<file path="config.mk">
export PLATFORM = sky130hd
export DESIGN_NAME = dm_block_mover
export DESIGN_NICKNAME = d
export VERILOG_FILES = /design/src/rtl/dm_block_mover_pkg.sv /design/src/rtl/dm_addr_gen.sv /design/src/rtl/dm_block_mover.sv
export SDC_FILE = /design/constraint.sdc
export NUM_CORES = 1
export LEC_CHECK = 0
export ABC_AREA = 1
export CORE_AREA = 2 2 73 128
export CTS_BUF_LIST = sky130_fd_sc_hd__clkbuf_4 sky130_fd_sc_hd__clkbuf_8 sky130_fd_sc_hd__clkbuf_16
export CTS_CLUSTER_SIZE = 10
export DETAILED_ROUTE_END_ITERATION = 16
export DIE_AREA = 0 0 75 130
export MAX_ROUTING_LAYER = met4
export PLACE_DENSITY = 0.84
export SKIP_CTS_REPAIR_TIMING = 1
export SLEW_MARGIN = 20
export SYNTH_ARGS = -nofsm -noshare
export SYNTH_HDL_FRONTEND = slang
export SYNTH_SLANG_ARGS = --single-unit
</file>
<file path="constraint.sdc">
create_clock -name clk -period 2.18 [get_ports clk]
set_input_delay 0.218 -clock clk [delete_from_list [all_inputs] [get_ports clk]]
set_output_delay 0.218 -clock clk [all_outputs]
set_load 0.01 [all_outputs]
</file>
<file path="src/rtl/dm_block_mover_pkg.sv">
// Shared op-codes and FSM state encodings for the block mover engine.
package dm_block_mover_pkg;

   localparam logic [1:0] DM_OP_FILL    = 2'b00;
   localparam logic [1:0] DM_OP_COPY    = 2'b01;
   localparam logic [1:0] DM_OP_COMPARE = 2'b10;
   localparam logic [1:0] DM_OP_RSVD    = 2'b11;

   typedef enum logic [2:0] {
      ST_IDLE  = 3'd0,
      ST_READ  = 3'd1,
      ST_WRITE = 3'd2,
      ST_CHECK = 3'd3,
      ST_DONE  = 3'd4
   } dm_state_t;

   function automatic logic dm_op_is_reserved(input logic [1:0] op_code);
      return (op_code == DM_OP_RSVD);
   endfunction

endpackage

</file>
<file path="src/rtl/dm_addr_gen.sv">
// Loadable address pointer that steps up or down by one with natural wrap.
module dm_addr_gen #(
   parameter int ADDRESS_WIDTH = 8
) (
   input  logic                     clk,
   input  logic                     rst_n,
   input  logic                     i_load,
   input  logic [ADDRESS_WIDTH-1:0] i_load_val,
   input  logic                     i_step,
   input  logic                     i_down,
   output logic [ADDRESS_WIDTH-1:0] o_ptr
);

   localparam logic [ADDRESS_WIDTH-1:0] LP_ONE = {{(ADDRESS_WIDTH-1){1'b0}}, 1'b1};

   logic [ADDRESS_WIDTH-1:0] r_ptr;

   // Pointer register: load has priority over stepping.
   always_ff @(posedge clk or negedge rst_n) begin
      if (!rst_n) begin
         r_ptr <= '0;
      end else if (i_load) begin
         r_ptr <= i_load_val;
      end else if (i_step) begin
         r_ptr <= i_down ? (r_ptr - LP_ONE) : (r_ptr + LP_ONE);
      end else begin
         r_ptr <= r_ptr;
      end
   end

   assign o_ptr = r_ptr;

endmodule

</file>
<file path="src/rtl/dm_block_mover.sv">
// Block FILL / COPY / COMPARE engine that owns the data_memory port while busy.
module dm_block_mover
   import dm_block_mover_pkg::*;
#(
   parameter int ADDRESS_WIDTH = 8,
   parameter int DATA_WIDTH    = 8
) (
   input  logic                     clk,
   input  logic                     rst_n,
   input  logic                     start,
   input  logic [1:0]               op,
   input  logic [ADDRESS_WIDTH-1:0] src_addr,
   input  logic [ADDRESS_WIDTH-1:0] dst_addr,
   input  logic [ADDRESS_WIDTH:0]   len,
   input  logic [DATA_WIDTH-1:0]    fill_value,
   output logic                     busy,
   output logic                     done,
   output logic                     err,
   output logic                     mismatch,
   output logic [ADDRESS_WIDTH-1:0] mismatch_addr,
   output logic                     mem_wr,
   output logic [ADDRESS_WIDTH-1:0] mem_addr,
   output logic [DATA_WIDTH-1:0]    mem_wdata,
   input  logic [DATA_WIDTH-1:0]    mem_rdata
);

   localparam logic [ADDRESS_WIDTH:0]   LP_CNT_ONE  = {{ADDRESS_WIDTH{1'b0}}, 1'b1};
   localparam logic [ADDRESS_WIDTH:0]   LP_CNT_ZERO = {(ADDRESS_WIDTH+1){1'b0}};
   localparam logic [ADDRESS_WIDTH-1:0] LP_A_ONE    = {{(ADDRESS_WIDTH-1){1'b0}}, 1'b1};

   dm_state_t                r_state;
   logic [1:0]               r_op;
   logic [DATA_WIDTH-1:0]    r_fill;
   logic [DATA_WIDTH-1:0]    r_capture;
   logic [ADDRESS_WIDTH:0]   r_cnt;
   logic                     r_down;
   logic                     r_err;
   logic                     r_mismatch;
   logic [ADDRESS_WIDTH-1:0] r_mm_addr;

   logic                     w_accept;
   logic                     w_desc;
   logic [ADDRESS_WIDTH-1:0] w_len_m1;
   logic [ADDRESS_WIDTH-1:0] w_src_load_val;
   logic [ADDRESS_WIDTH-1:0] w_dst_load_val;
   logic                     w_src_step;
   logic                     w_dst_step;
   logic                     w_match;
   logic [ADDRESS_WIDTH-1:0] w_src_ptr;
   logic [ADDRESS_WIDTH-1:0] w_dst_ptr;

   assign w_accept = (r_state == ST_IDLE) && start;
   // A forward-overlapping copy must start from the top so no word is read after being overwritten.
   assign w_desc   = (op == DM_OP_COPY) && (dst_addr > src_addr);
   // For len == 2**ADDRESS_WIDTH the low bits are zero, so this still yields the last offset.
   assign w_len_m1 = len[ADDRESS_WIDTH-1:0] - LP_A_ONE;
   assign w_src_load_val = w_desc ? (src_addr + w_len_m1) : src_addr;
   assign w_dst_load_val = w_desc ? (dst_addr + w_len_m1) : dst_addr;

   assign w_match    = (mem_rdata == r_fill);
   assign w_src_step = (r_state == ST_READ) || ((r_state == ST_CHECK) && w_match);
   assign w_dst_step = (r_state == ST_WRITE);

   dm_addr_gen #(.ADDRESS_WIDTH(ADDRESS_WIDTH)) u_src_gen (
      .clk        (clk),
      .rst_n      (rst_n),
      .i_load     (w_accept),
      .i_load_val (w_src_load_val),
      .i_step     (w_src_step),
      .i_down     (r_down),
      .o_ptr      (w_src_ptr)
   );

   dm_addr_gen #(.ADDRESS_WIDTH(ADDRESS_WIDTH)) u_dst_gen (
      .clk        (clk),
      .rst_n      (rst_n),
      .i_load     (w_accept),
      .i_load_val (w_dst_load_val),
      .i_step     (w_dst_step),
      .i_down     (r_down),
      .o_ptr      (w_dst_ptr)
   );

   // Command sequencer: one state per memory access, DONE pulses for a single cycle.
   always_ff @(posedge clk or negedge rst_n) begin
      if (!rst_n) begin
         r_state    <= ST_IDLE;
         r_op       <= DM_OP_FILL;
         r_fill     <= '0;
         r_capture  <= '0;
         r_cnt      <= LP_CNT_ZERO;
         r_down     <= 1'b0;
         r_err      <= 1'b0;
         r_mismatch <= 1'b0;
         r_mm_addr  <= '0;
      end else begin
         case (r_state)
            ST_IDLE: begin
               if (start) begin
                  r_op       <= op;
                  r_fill     <= fill_value;
                  r_cnt      <= len;
                  r_down     <= w_desc;
                  r_err      <= 1'b0;
                  r_mismatch <= 1'b0;
                  r_mm_addr  <= '0;
                  if (dm_op_is_reserved(op)) begin
                     r_err   <= 1'b1;
                     r_state <= ST_DONE;
                  end else if (len == LP_CNT_ZERO) begin
                     r_state <= ST_DONE;
                  end else begin
                     case (op)
                        DM_OP_FILL: r_state <= ST_WRITE;
                        DM_OP_COPY: r_state <= ST_READ;
                        default:    r_state <= ST_CHECK;
                     endcase
                  end
               end else begin
                  r_state <= ST_IDLE;
               end
            end
            ST_READ: begin
               r_capture <= mem_rdata;
               r_state   <= ST_WRITE;
            end
            ST_WRITE: begin
               if (r_cnt == LP_CNT_ONE) begin
                  r_state <= ST_DONE;
               end else begin
                  r_cnt   <= r_cnt - LP_CNT_ONE;
                  r_state <= (r_op == DM_OP_COPY) ? ST_READ : ST_WRITE;
               end
            end
            ST_CHECK: begin
               if (!w_match) begin
                  r_mismatch <= 1'b1;
                  r_mm_addr  <= w_src_ptr;
                  r_state    <= ST_DONE;
               end else if (r_cnt == LP_CNT_ONE) begin
                  r_state <= ST_DONE;
               end else begin
                  r_cnt   <= r_cnt - LP_CNT_ONE;
                  r_state <= ST_CHECK;
               end
            end
            ST_DONE: begin
               r_state <= ST_IDLE;
            end
            default: begin
               r_state <= ST_IDLE;
            end
         endcase
      end
   end

   // Memory port is decoded from state only, so reset removes the write strobe immediately.
   assign mem_wr    = (r_state == ST_WRITE);
   assign mem_addr  = ((r_state == ST_READ) || (r_state == ST_CHECK)) ? w_src_ptr :
                      ((r_state == ST_WRITE) ? w_dst_ptr : '0);
   assign mem_wdata = (r_state == ST_WRITE) ?
                      ((r_op == DM_OP_COPY) ? r_capture : r_fill) : '0;

   assign busy          = (r_state != ST_IDLE);
   assign done          = (r_state == ST_DONE);
   assign err           = r_err;
   assign mismatch      = r_mismatch;
   assign mismatch_addr = r_mm_addr;

endmodule

</file>
# == Word level (Yosys, flattened, before mapping) ==
# Cells that the tools add are included.
# classes
add_sub_neg,8
n_lt_le_gt_ge,1
eq_ne,12
mux,32
reduce_logical,16
# op_table
operator,n
$mux W8,14
$mux W9,3
$pmux W9 S3,1
$sub A8 B1 Y8 const B,3
$mux W3,6
$add A8 B1 Y8 const B,2
$add A8 B8 Y8,2
$pmux W8 S2,1
$pmux W3 S4,1
$eq A9 B1 Y1 const B,1
$logic_not A9 Y1,1
$sub A9 B1 Y9 const B,1
$eq A8 B8 Y1,1
$gt A8 B8 Y1,1
$eq A3 B2 Y1 const B,2
$ne A2 B2 Y1 const B,3
$reduce_and A3 Y1,2
$reduce_bool A2 Y1,3
$reduce_bool A3 Y1,2
$eq A2 B1 Y1 const B,2
$pmux W2 S2,1
$eq A3 B1 Y1 const B,1
$eq A3 B3 Y1 const B,1
$logic_and A1 B1 Y1,3
8 further kinds,11
# word_totals
ff_bits,57
input_bits,46
out_inout_bits,29
wordCells,80

# == Logic depth before layout (Yosys ltp) ==
# logic_depth
depth_word,6
depth_mapped,18
ltp_nobuf,18

# == By module ==
# A second synthesis with hierarchy kept.
# unflattened
cells_unflattened,696
hier_area_um2,4921.0
# by_module_without_submodules
mod,instances,cells_each,area_per_inst_um2,seq_area_each_um2
dm_block_mover,1,508,3499.6,1026.0
dm_addr_gen,2,94,710.7,200.2

# == Worst setup path before layout ==
# No wires, ideal clock.
# synth_path
kind,input port to flip-flop
from,in len[0]
to,reg u_src_gen.r_ptr[7] (netlist: u_src_gen.o_ptr[7])
setup_ns,0.121
arrival_time_ns,1.880
required_ns,2.059
path_slack_ns,0.179
cell_stages,17
path_buffers,0
path_cell_list,inv_1 -> ha_1 -> nand3_1 -> nor2_1 -> nand2_1 -> xor2_1 -> ha_1 -> nand2_1 -> inv_1 -> nand2_1 -> nand2_1 -> a21oi_1 -> nand2_1 -> nand3_1 -> nand2_1 -> nand3_1 -> a21oi_1
# synth_via
elab_chain_cells,4
# synth_rtl
element,line,text
"start, declared",dm_block_mover.sv:14,"input logic [ADDRESS_WIDTH:0] len,"
$sub A8 B1 Y8,dm_block_mover.sv:56,assign w_len_m1 = len[ADDRESS_WIDTH-1:0] - LP_A_ONE;
$add A8 B8 Y8,dm_block_mover.sv:57,assign w_src_load_val = w_desc ? (src_addr + w_len_m1) : src_addr;
$mux W8,dm_block_mover.sv:57,
$mux W8,dm_addr_gen.sv:22,end else if (i_load) begin
"end signal, assigned",dm_addr_gen.sv:23,r_ptr <= i_load_val;
"end signal, assigned",dm_addr_gen.sv:25,r_ptr <= i_down ? (r_ptr - LP_ONE) : (r_ptr + LP_ONE);
"end signal, assigned",dm_addr_gen.sv:27,r_ptr <= r_ptr;
"end, declared",dm_addr_gen.sv:16,logic [ADDRESS_WIDTH-1:0] r_ptr;
# Every way passes these cells.
# A chain may end at the register's enable or synchronous reset.

# == Worst setup path in the final report ==
# layout_path
from,reg r_state[2]
to,out mem_addr[2]
# layout_via
elab_chain_cells,3
word_cells_on_any_way,6
classes_between,eq/ne (3); mux (2); reduce/logical (1)
# layout_rtl
element,line,text
"start, declared",dm_block_mover.sv:31,dm_state_t r_state;
"start signal, assigned",dm_block_mover.sv:132,r_state <= (r_op == DM_OP_COPY) ? ST_READ : ST_WRITE;
$eq A3 B2 Y1 (tied with other cells),dm_block_mover.sv:160,((r_state == ST_WRITE) ? w_dst_ptr : '0);
$mux W8 / $logic_or A1 B1 Y1 (equally long branches),"dm_block_mover.sv:160, dm_block_mover.sv:159",
$mux W8 (*),dm_block_mover.sv:159,assign mem_addr = ((r_state == ST_READ) || (r_state == ST_CHECK)) ? w_src_ptr :
"end, declared",dm_block_mover.sv:22,"output logic [ADDRESS_WIDTH-1:0] mem_addr,"
# Every way passes the cells marked *; elsewhere a longest branch is shown, timed or not.

==> summary.md <==
| Metric | Value |
|---|---|
| Net Sw Frac | 0.464 |
| Dpl ws | -0.470 ns |
| Clock Pin Slew Worst Setup and Hold Paths | around 0.050 ns |
| Max rail drop VDD | about 0.67 mV |
| Fin. max-slew vios | 0 |
| Skew final | about 0.006 ns |
| # H-tree levels | 3 |
| Fmax | 0.473 GHz |
| Post-synthesis sequential area ratio | 0.304 |
| Avg WL per Cell | 15.5 microns |
| Final WL | 14300 microns |
| Sequential Power Share | 0.241 |
| First-pass GRT wire length | 22400 microns |
| Yosys cell types | 38 |
| # DRC | 0 |
| Num CTS Buffers | 9 |
| Max stage delay on crit path | 0.58 ns |
| Worst min path class | primary input to async pin |
| Mapped cell area | between 0.004 and 0.005 sq mm |
| WHS | 0.383 ns |
| Crit start category | flop |
| RSZ-0062 raised after global routing | yes |
| Worst-case reg-to-reg path depth | 10 |
| Endpoints failing setup | 0 |
| ANT nets after route | 0 |
| Dpl cells | ~900 |
| Vias in the first global route | 4984 |
| R2R Setup Slk | 0.15 ns |
| Setup CP Type | flop to output pin |
| Critical path fanouts, max | 7 |
| Maxcap violations | 0 |
| Hold Fails Final Rpt | 0 |
| CP required | around 2.0 ns |
| Area Overhead vs Synth | 38.8% |
| Largest net degree at the start of global routing | 26 |
| Diode count | 0 |
| Final worst slack | 0.0645 ns |
| All-Layer GR Usage | 0.307 |
| CTS tree | built |
| Slowest-stage cell, CP | clkdlybuf4s50_1 |
| CP arrival | about 1.9 ns |
| Clk pwr share | 0.156 |
| Period minus WS final | 2.12 ns |
| Clock root buffer | clkbuf_16 |
| Post-DP Area | 0.00598 sq mm |
| Fin nets | 891 |
| Initial antenna violation count | 0 |
| Longest Clk Path Bufs | 2 |
| Period utilisation layout | 0.970 |
| Post-Syn Instances | 664 |
| Status | finished, final reports clean |
| Dpl hpwl | 11000 microns |
| Internal power | 4270 uW |
| Core Area | 0.00881 sq mm |
| Iter 0 DRT Violations | 345 |
| Vias | 5029 |
| DRT Pass-1 Iters | 5 |
| Flops & latches, synth | 57 |
| Global route overflow | 0 |
| Crit path cell chain | nor2_4 -> inv_2 -> nor2_4 -> inv_2 -> o22ai_1 -> clkdlybuf4s50_1 |
| Setup_tns | 0 ns |
| R2r startpoint | r_down |
| CP endpoint kind | output pin |
| Net count after synthesis | 753 |
| Logic pwr share | 0.603 |
| Bufs and invs on worst path | 3 |
| Die ar. | 0.00975 sq mm |
| I/O pins | 75 |
| Power per standard cell area | approximately 1200 mW/mm^2 |
| Die width | 75 microns |
| Clock tree sinks | 57 |
| Layout cell share with drive strength beyond 1 | 0.155 |
| Crit-path leading delay family | buffers and inverters |
| GP Congestion | 0.991 |
| Syn_area_per_cell | 7.07 sq um |
| Slew HR | 0.681 |
| Row Count | 46 |
| Reg-to-Reg End | u_dst_gen.o_ptr[4] |
| Lkg Pwr | 0.00349 uW |
| Fin cells | 926 |
| Net Switching | approximately 3700 uW |
| Port bufs | 74 |
| Die H | 130 microns |
| Clk_lat worst skew | 0.33 ns |
| Filler cell count | between 600 and 700 |
| Post-route cell area | between 0.006 and 0.007 sq mm |
| Initial core utilization | 0.533 |
| Via density per instance | between 5 and 6 |
| Warnings, synthesis | 0 |
| Slew at the pin closest to its max-slew limit | about 0.48 ns |
==> metal layers <==
metal	vias to the layer above	global-route usage	wire, microns
met1	2404	0.326	5320
li1	2435	-	-
met2	143	0.541	7890
met4	0	0.159	654
met3	47	0.0378	478
met5	-	-	0
==> worst max-delay path by stage <==
stage | from | end | cells past startpoint
floorplan | len[0] | u_src_gen.o_ptr[7] | 17
global route | len[4] | u_dst_gen.o_ptr[7] | 16
CTS | r_state[2] | mem_wdata[5] | 8
finish | r_state[2] | mem_addr[2] | 6
global placement | len[0] | u_src_gen.o_ptr[7] | 18
detailed placement | len[0] | u_src_gen.o_ptr[7] | 17
==> final cells by class <==
cell class	instances	area, sq um	area share
Inverter	106	399	0.0613
Timing Repair Buffer	140	1340	0.205
Sequential cell	57	1430	0.219
Clock inverter	6	36.3	0.00557
Clock buffer	9	225	0.0346
Tap cell	120	150	0.0231
Multi-Input combinational cell	488	2940	0.451
==> kinds of logic after synthesis <==
group	after synthesis	synth area share
AND/OR/NAND/NOR	275	0.250
AO/OA/AOI/OAI	141	0.168
buffers and inverters	119	0.103
flip-flops	57	0.304
adder cells (fa/ha/maj)	43	0.121
XOR/XNOR	29	0.0541
==> placed cells by master, fill, tap and decap left out, types with 30 or more instances in the layout <==
master	count
nand2_1	173
inv_1	94
buf_4	60
dfrtp_1	57
o21ai_0	56
clkdlybuf4s50_1	54
nor2_1	37
ha_1	34
nand3_1	30
a21oi_1	30
==> sequential cells by signal, indices dropped and copies added, names as in the netlist <==
name	cells
r_fill	8
r_down	1
r_capture	8
mismatch	1
err	1
r_cnt	9
u_src_gen.o_ptr	8
u_dst_gen.o_ptr	8
mismatch_addr	8
r_state	3
r_op	2
==> stage by stage <==
stage / utilization / power [uW]
after CTS: 0.709 / 7840
after global routing: 0.740 / 8610
after detailed placement: 0.679 / 6540
after global placement: 0.679 / 6330
after floorplan: - / 4930
final: 0.740 / 7970
==> Yosys cell counts <==
| master | number | share of area |
|---|---|---|
| a21boi_0 | 2 | 0.0032 |
| a21o_1 | 5 | 0.0080 |
| a21oi_1 | 33 | 0.035 |
| a21oi_2 | 1 | 0.0019 |
| a22oi_1 | 3 | 0.0048 |
| a31oi_1 | 5 | 0.0067 |
| and2_0 | 1 | 0.0013 |
| and2_1 | 1 | 0.0013 |
| buf_2 | 5 | 0.0053 |
| buf_4 | 2 | 0.0032 |
| buf_6 | 3 | 0.0072 |
| clkbuf_1 | 3 | 0.0024 |
| dfrtp_1 | 57 | 0.30 |
| fa_1 | 4 | 0.017 |
| ha_1 | 39 | 0.10 |
| inv_1 | 98 | 0.078 |
| inv_2 | 8 | 0.0064 |
| nand2_1 | 175 | 0.14 |
| nand2_2 | 1 | 0.0013 |
| nand3_1 | 34 | 0.036 |
| nand3_2 | 1 | 0.0021 |
| nand3b_1 | 1 | 0.0016 |
| nand4_1 | 7 | 0.0093 |
| nor2_1 | 39 | 0.031 |
| nor2_2 | 1 | 0.0013 |
| nor2_4 | 5 | 0.012 |
| nor3_1 | 5 | 0.0053 |
| nor3b_1 | 1 | 0.0016 |
| nor4_2 | 1 | 0.0027 |
| o211ai_1 | 8 | 0.013 |
| o21a_1 | 3 | 0.0048 |
| o21ai_0 | 58 | 0.062 |
| o21ai_1 | 9 | 0.0096 |
| o21bai_1 | 1 | 0.0016 |
| o22ai_1 | 13 | 0.017 |
| or2_2 | 2 | 0.0027 |
| xnor2_1 | 9 | 0.017 |
| xor2_1 | 20 | 0.037 |
==> power by group through the flow <==
stage                     combinational, uW  clock (uW)  sequential, uW
after CTS                              4690        1240            1900
after global routing                   5360        1280            1960
final                                  4810        1240            1920
after global placement                 4460           0            1880
after detailed placement               4630           0            1910
after floorplan                        3040           0            1890
Power figures use the tool's default switching activity.
